$ cat src/rtl/mealy_seq_detector.sv
// mealy_seq_detector: serial Mealy pattern detector with KMP-derived transitions.
// Optional match counter is built when MATCH_CNT_EN is defined.  Rev 1.0
`default_nettype none

module mealy_seq_detector #(
  parameter int               PAT_W   = 4,
  parameter logic [PAT_W-1:0] PATTERN = 4'b1101,
  parameter int               OVERLAP = 1,
  parameter int               CNT_W   = 8,
  localparam int              SW      = $clog2(PAT_W)
) (
  input  logic          clk,
  input  logic          rst,
  input  logic          x,
  input  logic          xValid,
  input  logic          cntClr,
  output logic [1:0]    y,
  output logic [SW-1:0] stateReg,
  output logic [SW-1:0] nextStateReg
`ifdef MATCH_CNT_EN
  ,
  output logic [CNT_W-1:0] matchCount
`endif
);

  // Longest prefix of PATTERN (shorter than PAT_W) that is a suffix of prefix_s followed by b.
  function automatic int next_fn(input int s, input logic b);
    int   res;
    int   pos;
    logic ok;
    logic sb;
    res = 0;
    for (int k = 1; k <= s + 1; k++) begin
      ok = 1'b1;
      for (int i = 0; i < k; i++) begin
        pos = s + 1 - k + i;
        sb  = (pos < s) ? PATTERN[PAT_W-1-pos] : b;
        if (sb != PATTERN[PAT_W-1-i]) ok = 1'b0;
      end
      if (ok && (k < PAT_W)) res = k;
    end
    return res;
  endfunction

  function automatic int border_fn();
    int   res;
    logic ok;
    res = 0;
    for (int k = 1; k < PAT_W; k++) begin
      ok = 1'b1;
      for (int i = 0; i < k; i++) begin
        if (PATTERN[PAT_W-1-i] != PATTERN[k-1-i]) ok = 1'b0;
      end
      if (ok) res = k;
    end
    return res;
  endfunction

  localparam logic [SW-1:0] LAST_S   = SW'(PAT_W - 1);
  localparam logic [SW-1:0] BORDER_S = SW'((OVERLAP != 0) ? border_fn() : 0);

  logic [SW-1:0] nxt0_tbl [PAT_W];
  logic [SW-1:0] nxt1_tbl [PAT_W];
  logic          match;

  generate
    for (genvar gs = 0; gs < PAT_W; gs++) begin : g_tbl
      localparam int N0 = next_fn(gs, 1'b0);
      localparam int N1 = next_fn(gs, 1'b1);
      assign nxt0_tbl[gs] = SW'(N0);
      assign nxt1_tbl[gs] = SW'(N1);
    end
  endgenerate

  always_comb begin
    match        = 1'b0;
    nextStateReg = '0;
    if (rst) begin
      nextStateReg = stateReg;
      if (xValid) begin
        if ((stateReg == LAST_S) && (x == PATTERN[0])) begin
          match        = 1'b1;
          nextStateReg = BORDER_S;
        end else begin
          nextStateReg = x ? nxt1_tbl[stateReg] : nxt0_tbl[stateReg];
        end
      end
    end
  end

  always_ff @(posedge clk) begin
    if (!rst) stateReg <= '0;
    else      stateReg <= nextStateReg;
  end

  // Partial flag comes from the register only; rst gating keeps y quiet during reset.
  assign y = {match, rst & (stateReg != '0)};

`ifdef MATCH_CNT_EN
  localparam logic [CNT_W-1:0] CNT_MAX = '1;

  always_ff @(posedge clk) begin
    if (!rst || cntClr)                       matchCount <= '0;
    else if (match && (matchCount != CNT_MAX)) matchCount <= matchCount + 1'b1;
  end
`else
  logic unused_cnt_clr;
  assign unused_cnt_clr = cntClr;
`endif

endmodule

`default_nettype wire

$ cat config.mk
export PLATFORM = sky130hd
export DESIGN_NAME = mealy_seq_detector
export DESIGN_NICKNAME = d
export VERILOG_FILES = /design/src/rtl/mealy_seq_detector.sv
export SDC_FILE = /design/constraint.sdc
export NUM_CORES = 1
export LEC_CHECK = 0
export ABC_AREA = 1
export BUFFER_PORTS_ARGS = -buffer_cell sky130_fd_sc_hd__buf_2
export CAP_MARGIN = 25
export CORE_AREA = 2 2 39 41
export CTS_CLUSTER_DIAMETER = 60
export DETAILED_ROUTE_END_ITERATION = 8
export DIE_AREA = 0 0 41 43
export GPL_TIMING_DRIVEN = 0
export REMOVE_ABC_BUFFERS = 1
export SYNTH_ARGS = -nofsm -noshare
export SYNTH_HDL_FRONTEND = slang
export SYNTH_SLANG_ARGS = --single-unit
$ cat constraint.sdc
create_clock -name clk -period 1.3 [get_ports clk]
set_input_delay 0.195 -clock clk [delete_from_list [all_inputs] [get_ports clk]]
set_output_delay 0.195 -clock clk [all_outputs]
set_load 0.05 [all_outputs]
* After elaboration in Yosys (flattened, before gate mapping)
Cells that the tools add are included.
** Operators by class
- Bitwise logic cells :: 2
- Reductions and logical operators :: 2
- Order comparisons :: 1
- Equal/unequal tests :: 1
- Mux-type cells :: 13
** Operators by type and width (number)
- $mux 2 :: 8
- $bmux 2 s2 :: 2
- $ge 3x3->1 const B :: 1
- $mux 1 :: 3
- $not 2->3 :: 1
- $eq 2x2->1 const B :: 1
- $reduce_bool 2->1 :: 1
- $and 1x1->1 :: 1
- $logic_and 1x1->1 :: 1
** Storage, ports and cells
- Register bits :: 2
- Logic and storage cells :: 20
- Output and inout port bits :: 6
- Input bits :: 5

* Logic depth before layout (Yosys ltp)
- Depth in word-level cells :: 8
- Gate-level depth with buffers :: 6
- Gate-level depth less buffers :: 6

* Least setup slack after synthesis
OpenSTA, ideal clock, no wires.
- Path kind :: register to output
- Start point :: register stateReg[0]
- End point :: output port nextStateReg[0]
- Data required time :: 1.105 ns
- Path buffers :: 0
- Stages on the path, launching flop included :: 6
- Arrival time :: 2.001 ns
- Path slack :: -0.896 ns
- Cells stage by stage :: dfxtp_1 inv_1 ha_1 nand3_1 nand2_1 a21oi_1
** On the way
- Word-level cells in the longest chain between the ends :: 8
** RTL lines
- from (decl) :: RTL line 18 : output logic [SW-1:0] stateReg,
- from (signal assigned) :: RTL line 93 : else stateReg <= nextStateReg;
- $not 2->3 (not written as such) :: RTL line 85 : nextStateReg = x ? nxt1_tbl[stateReg] : nxt0_tbl[stateReg];
- $bmux 2 s2 :: RTL line 85
- $mux 2 (not written as such) (2 in series) :: RTL line 85
- $mux 2 :: RTL line 85
- $mux 2 :: RTL line 81 : if ((stateReg == LAST_S) && (x == PATTERN[0])) begin
- $mux 2 (*) :: RTL line 80 : if (xValid) begin
- $mux 2 (*) :: RTL line 78 : if (rst) begin
- to (decl) :: RTL line 19 : output logic [SW-1:0] nextStateReg
Every way passes the cells marked *; elsewhere a longest branch is shown, timed or not. The select of a mux whose other input is x is not followed.

* Worst setup path in the final report
Ends and elaborated chain as after synthesis.

==> qor.json <==
{
  "power.switching_fraction": {"value": 33.8, "unit": "%"},
  "final.setup.worst_slack": {"value": -0.237, "unit": "ns"},
  "grt_pass1_vias": {"value": 194},
  "detail_placement_hpwl": {"value": 326, "unit": "um"},
  "utilization": {"value": 24.1, "unit": "%"},
  "htree_num_levels": {"value": 1},
  "power-per-cell-area": {"value": 935, "unit": "nW/um2"},
  "highest-signal-layer": {"value": "met3"},
  "fin_area": {"value": 334, "unit": "um2"},
  "timing.clock.skew": {"value": 0.00315, "unit": "ns"},
  "layout_top_registers": {"value": "stateReg x2"},
  "regArea": {"value": 47.5, "unit": "um2"},
  "whs_endpoint": {"value": "stateReg[0]"},
  "synth.distinct_cells": {"value": 9},
  "routed_metal_1_wirelength": {"value": 171, "unit": "um"},
  "initialDrtViolationCount": {"value": 3},
  "layout-area-overhead-vs-synth": {"value": 92.1, "unit": "%"},
  "hold_class": {"value": "input port to register"},
  "timing.critical_path.arrival": {"value": 1.34, "unit": "ns"},
  "detail_route.drc_violations": {"value": 0},
  "clk_transition_reported_paths": {"value": 0.03, "unit": "ns"},
  "required": {"value": 1.11, "unit": "ns"},
  "route.vias.total": {"value": 205},
  "timing.critical_path.to_type": {"value": "output pin"},
  "tritoncts_clock_tree": {"value": "built"},
  "synth.cell_area": {"value": 174, "unit": "um2"},
  "design.portCount": {"value": 11},
  "cap_viol_max_count": {"value": 0},
  "layout.nets": {"value": 51},
  "grt_max_degree": {"value": 7},
  "power.static_leakage": {"value": 0.000156, "unit": "uW"},
  "vdd_ir_drop_max": {"value": 0.438, "unit": "mV"},
  "synthFlopType": {"value": "sky130_fd_sc_hd__dfxtp_1"},
  "regMostFlops": {"value": "stateReg"},
  "die_w": {"value": 41, "unit": "um"},
  "clock_share_of_power": {"value": 42.8, "unit": "%"},
  "rrSetupSlack": {"value": 0.15, "unit": "ns"},
  "total_global_routing_track_utilization": {"value": 6.01, "unit": "%"},
  "fillCellCount": {"value": 166},
  "wl_met2": {"value": 231, "unit": "um"},
  "worst_reg2reg_path_startpoint": {"value": "stateReg[0]"},
  "grt_antenna_before_repair": {"value": 0},
  "gp_congestion": {"value": 0.668},
  "standard_cell_rows": {"value": 14},
  "core": {"value": 1380, "unit": "um2"},
  "regToRegEndpoint": {"value": "stateReg[1]"},
  "largest_register_ff_count": {"value": 2},
  "ant_nets": {"value": 0},
  "fmax": {"value": 0.650, "unit": "GHz"},
  "timing_worst_setup_path_type": {"value": "register to output pin"},
  "finalWirelength": {"value": 432, "unit": "um"},
  "power": {"value": 313, "unit": "uW"},
  "routed-wl-met3": {"value": 29, "unit": "um"},
  "ff2ff_path_depth": {"value": 7},
  "dieArea": {"value": 1760, "unit": "um2"},
  "yosysWarnings": {"value": 0},
  "syn_area_per_cell": {"value": 6.44, "unit": "um2"},
  "period_needed": {"value": 1.54, "unit": "ns"},
  "global_route.overflow_total": {"value": 0},
  "p_switching": {"value": 106, "unit": "uW"},
  "number_of_enable_flip_flop_cells_after_synthesis": {"value": 0},
  "hold_buffers": {"value": 0},
  "synthCells": {"value": 27},
  "yosys.cell_count.top_type": {"value": "sky130_fd_sc_hd__nand2_1"},
  "die_height": {"value": 43, "unit": "um"},
  "placedInstanceArea": {"value": 231, "unit": "um2"},
  "violated_checks": {"value": "negative setup slack"},
  "final_min_period_over_clock_period": {"value": 118, "unit": "%"},
  "clock_latency": {"value": 0.22, "unit": "ns"},
  "route.detailed.wl_per_inst": {"value": 7.58, "unit": "um"},
  "final.setup.tns": {"value": -0.468, "unit": "ns"},
  "multi_input_comb_area": {"value": 131, "unit": "um2"},
  "cts_buffer_depth": {"value": 2},
  "post-synth-top-area-cell": {"value": "sky130_fd_sc_hd__dfxtp_1"},
  "path_max_fanout": {"value": 4},
  "critPathLaunchType": {"value": "register"},
  "yosysSeqAreaShare": {"value": 23.0, "unit": "%"},
  "tritoncts_num_sinks": {"value": 2},
  "floorplan.initialDensity": {"value": 12.6, "unit": "%"},
  "ant_diodes": {"value": 0},
  "worst_pin_slew": {"value": 0.249, "unit": "ns"},
  "internal_power": {"value": 207, "unit": "uW"},
  "synth_commonest_cells": {"value": "6 x sky130_fd_sc_hd__nand2_1, 5 x sky130_fd_sc_hd__inv_1, 4 x sky130_fd_sc_hd__a21oi_1"},
  "synth_top_cells_by_area": {"value": "sky130_fd_sc_hd__dfxtp_1 23%, sky130_fd_sc_hd__ha_1 22%, sky130_fd_sc_hd__nand2_1 13%, sky130_fd_sc_hd__a21oi_1 12%, sky130_fd_sc_hd__inv_1 11%"},
  "port_buffers": {"value": 9},
  "slew-limit-headroom": {"value": 83.5, "unit": "%"},
  "number_of_buffers_inserted_during_clock_tree_synthesis": {"value": 3},
  "number_of_iterations_in_the_first_detailed_routing_pass": {"value": 4},
  "number_of_stages_on_the_worst_hold_path": {"value": 4},
  "cts_root_buffer": {"value": "sky130_fd_sc_hd__clkbuf_4"},
  "synth_largest_type_area_fraction": {"value": 23.0, "unit": "%"},
  "run_status": {"value": "complete, but fails checks"},
  "sequentialPowerShare": {"value": 22.7, "unit": "%"},
  "share_of_synthesized_flip_flops_with_an_asynchronous_set_or_reset": {"value": 0, "unit": "%"},
  "yosys_register_bits": {"value": 2},
  "min_from": {"value": "xValid"},
  "timing_max_transition_violations_final": {"value": 0},
  "setup_viol_count_final": {"value": 3},
  "place_ws": {"value": -0.224, "unit": "ns"},
  "grt_pass1_wl": {"value": 703, "unit": "um"},
  "final_report_hold_violation_count": {"value": 0},
  "rsz0062_at_grt": {"value": "yes"},
  "post_route_cells_drive_above_1_share": {"value": 61.0, "unit": "%"},
  "share_comb_of_total_power": {"value": 34.5, "unit": "%"},
  "drt-vias-per-instance": {"value": 3.60}
}
==> through the flow <==
| step | hold WS, ns | cells |
|---|---|---|
| after floorplan | 0.391 | 26 |
| after global placement | 0.532 | 51 |
| after detailed placement | 0.536 | 51 |
| after CTS | 0.312 | 57 |
| after global routing | 0.336 | 57 |
| final | 0.312 | 57 |
==> cell type report <==
| type | instances | area share [%] |
|---|---|---|
| sequential | 2 | 14.2 |
| multi-input combinational | 19 | 39.3 |
| timing repair buffer | 12 | 26.6 |
| inverter | 5 | 7.12 |
| clock buffer | 3 | 6.74 |
| tap | 16 | 5.99 |
==> layout by cell type, fill, tap and decap left out, types with 2 or more instances in the layout <==
cell	count
sky130_fd_sc_hd__buf_2	5
sky130_fd_sc_hd__nand2_1	4
sky130_fd_sc_hd__buf_4	4
sky130_fd_sc_hd__inv_1	3
sky130_fd_sc_hd__nor2_1	3
sky130_fd_sc_hd__a21oi_1	3
sky130_fd_sc_hd__clkbuf_4	3
sky130_fd_sc_hd__buf_6	3
sky130_fd_sc_hd__inv_4	2
sky130_fd_sc_hd__nand3_1	2
sky130_fd_sc_hd__nand2_2	2
sky130_fd_sc_hd__dfxtp_4	2
==> layer usage <==
metal	track usage, %	up-vias
met5	0	-
met4	2.00	0
met3	4.71	0
met2	8.75	4
met1	6.37	90
li1	-	111
==> worst max-delay path, stage by stage, from the launching register on <==
cell and delay (ns):
sky130_fd_sc_hd__dfxtp_4 0.35, sky130_fd_sc_hd__inv_4 0.06, sky130_fd_sc_hd__ha_1 0.13, sky130_fd_sc_hd__nor2_1 0.04
sky130_fd_sc_hd__nor2_2 0.12, sky130_fd_sc_hd__nand2_1 0.08, sky130_fd_sc_hd__a21oi_1 0.12, sky130_fd_sc_hd__buf_4 0.21
==> repair_timing <==
action / CTS / global route
setup buffers: 3 / 0
resized for setup: 15 / 5
pin swaps: 8 / 5
setup endpoints to repair: 4 / 4
==> cell families (layout without fill, tap and decap cells) <==
| logic type | after synthesis | after routing | share of synthesized area, % |
|---|---|---|---|
| AND/OR/NAND/NOR | 12 | 12 | 28.8 |
| buffers and inverters | 6 | 20 | 15.1 |
| AO/OA/AOI/OAI | 4 | 4 | 11.5 |
| adder cells (fa/ha/maj) | 3 | 3 | 21.6 |
| flip-flops | 2 | 2 | 23.0 |
==> worst max path at each step <==
stage                     slack [ns]         endpoint   startpoint
after floorplan                -0.90  nextStateReg[0]  stateReg[0]
after global placement         -0.19  nextStateReg[1]  stateReg[0]
after detailed placement       -0.22  nextStateReg[1]  stateReg[0]
after CTS                      -0.28  nextStateReg[1]  stateReg[0]
after global routing           -0.31  nextStateReg[0]  stateReg[0]
final                          -0.24  nextStateReg[0]  stateReg[0]
==> power by group through the flow <==
stage	Sequential [uW]	Clock [uW]	Combinational, uW
3_3_place_gp	71.4	0	81.3
3_5_place_dp	71.3	0	82.0
4_1_cts	70.8	142	104
5_1_grt	72.2	152	115
6_report	71.1	134	108
2_1_floorplan	84.1	0	48.3
(Power assumes the default switching activity.)
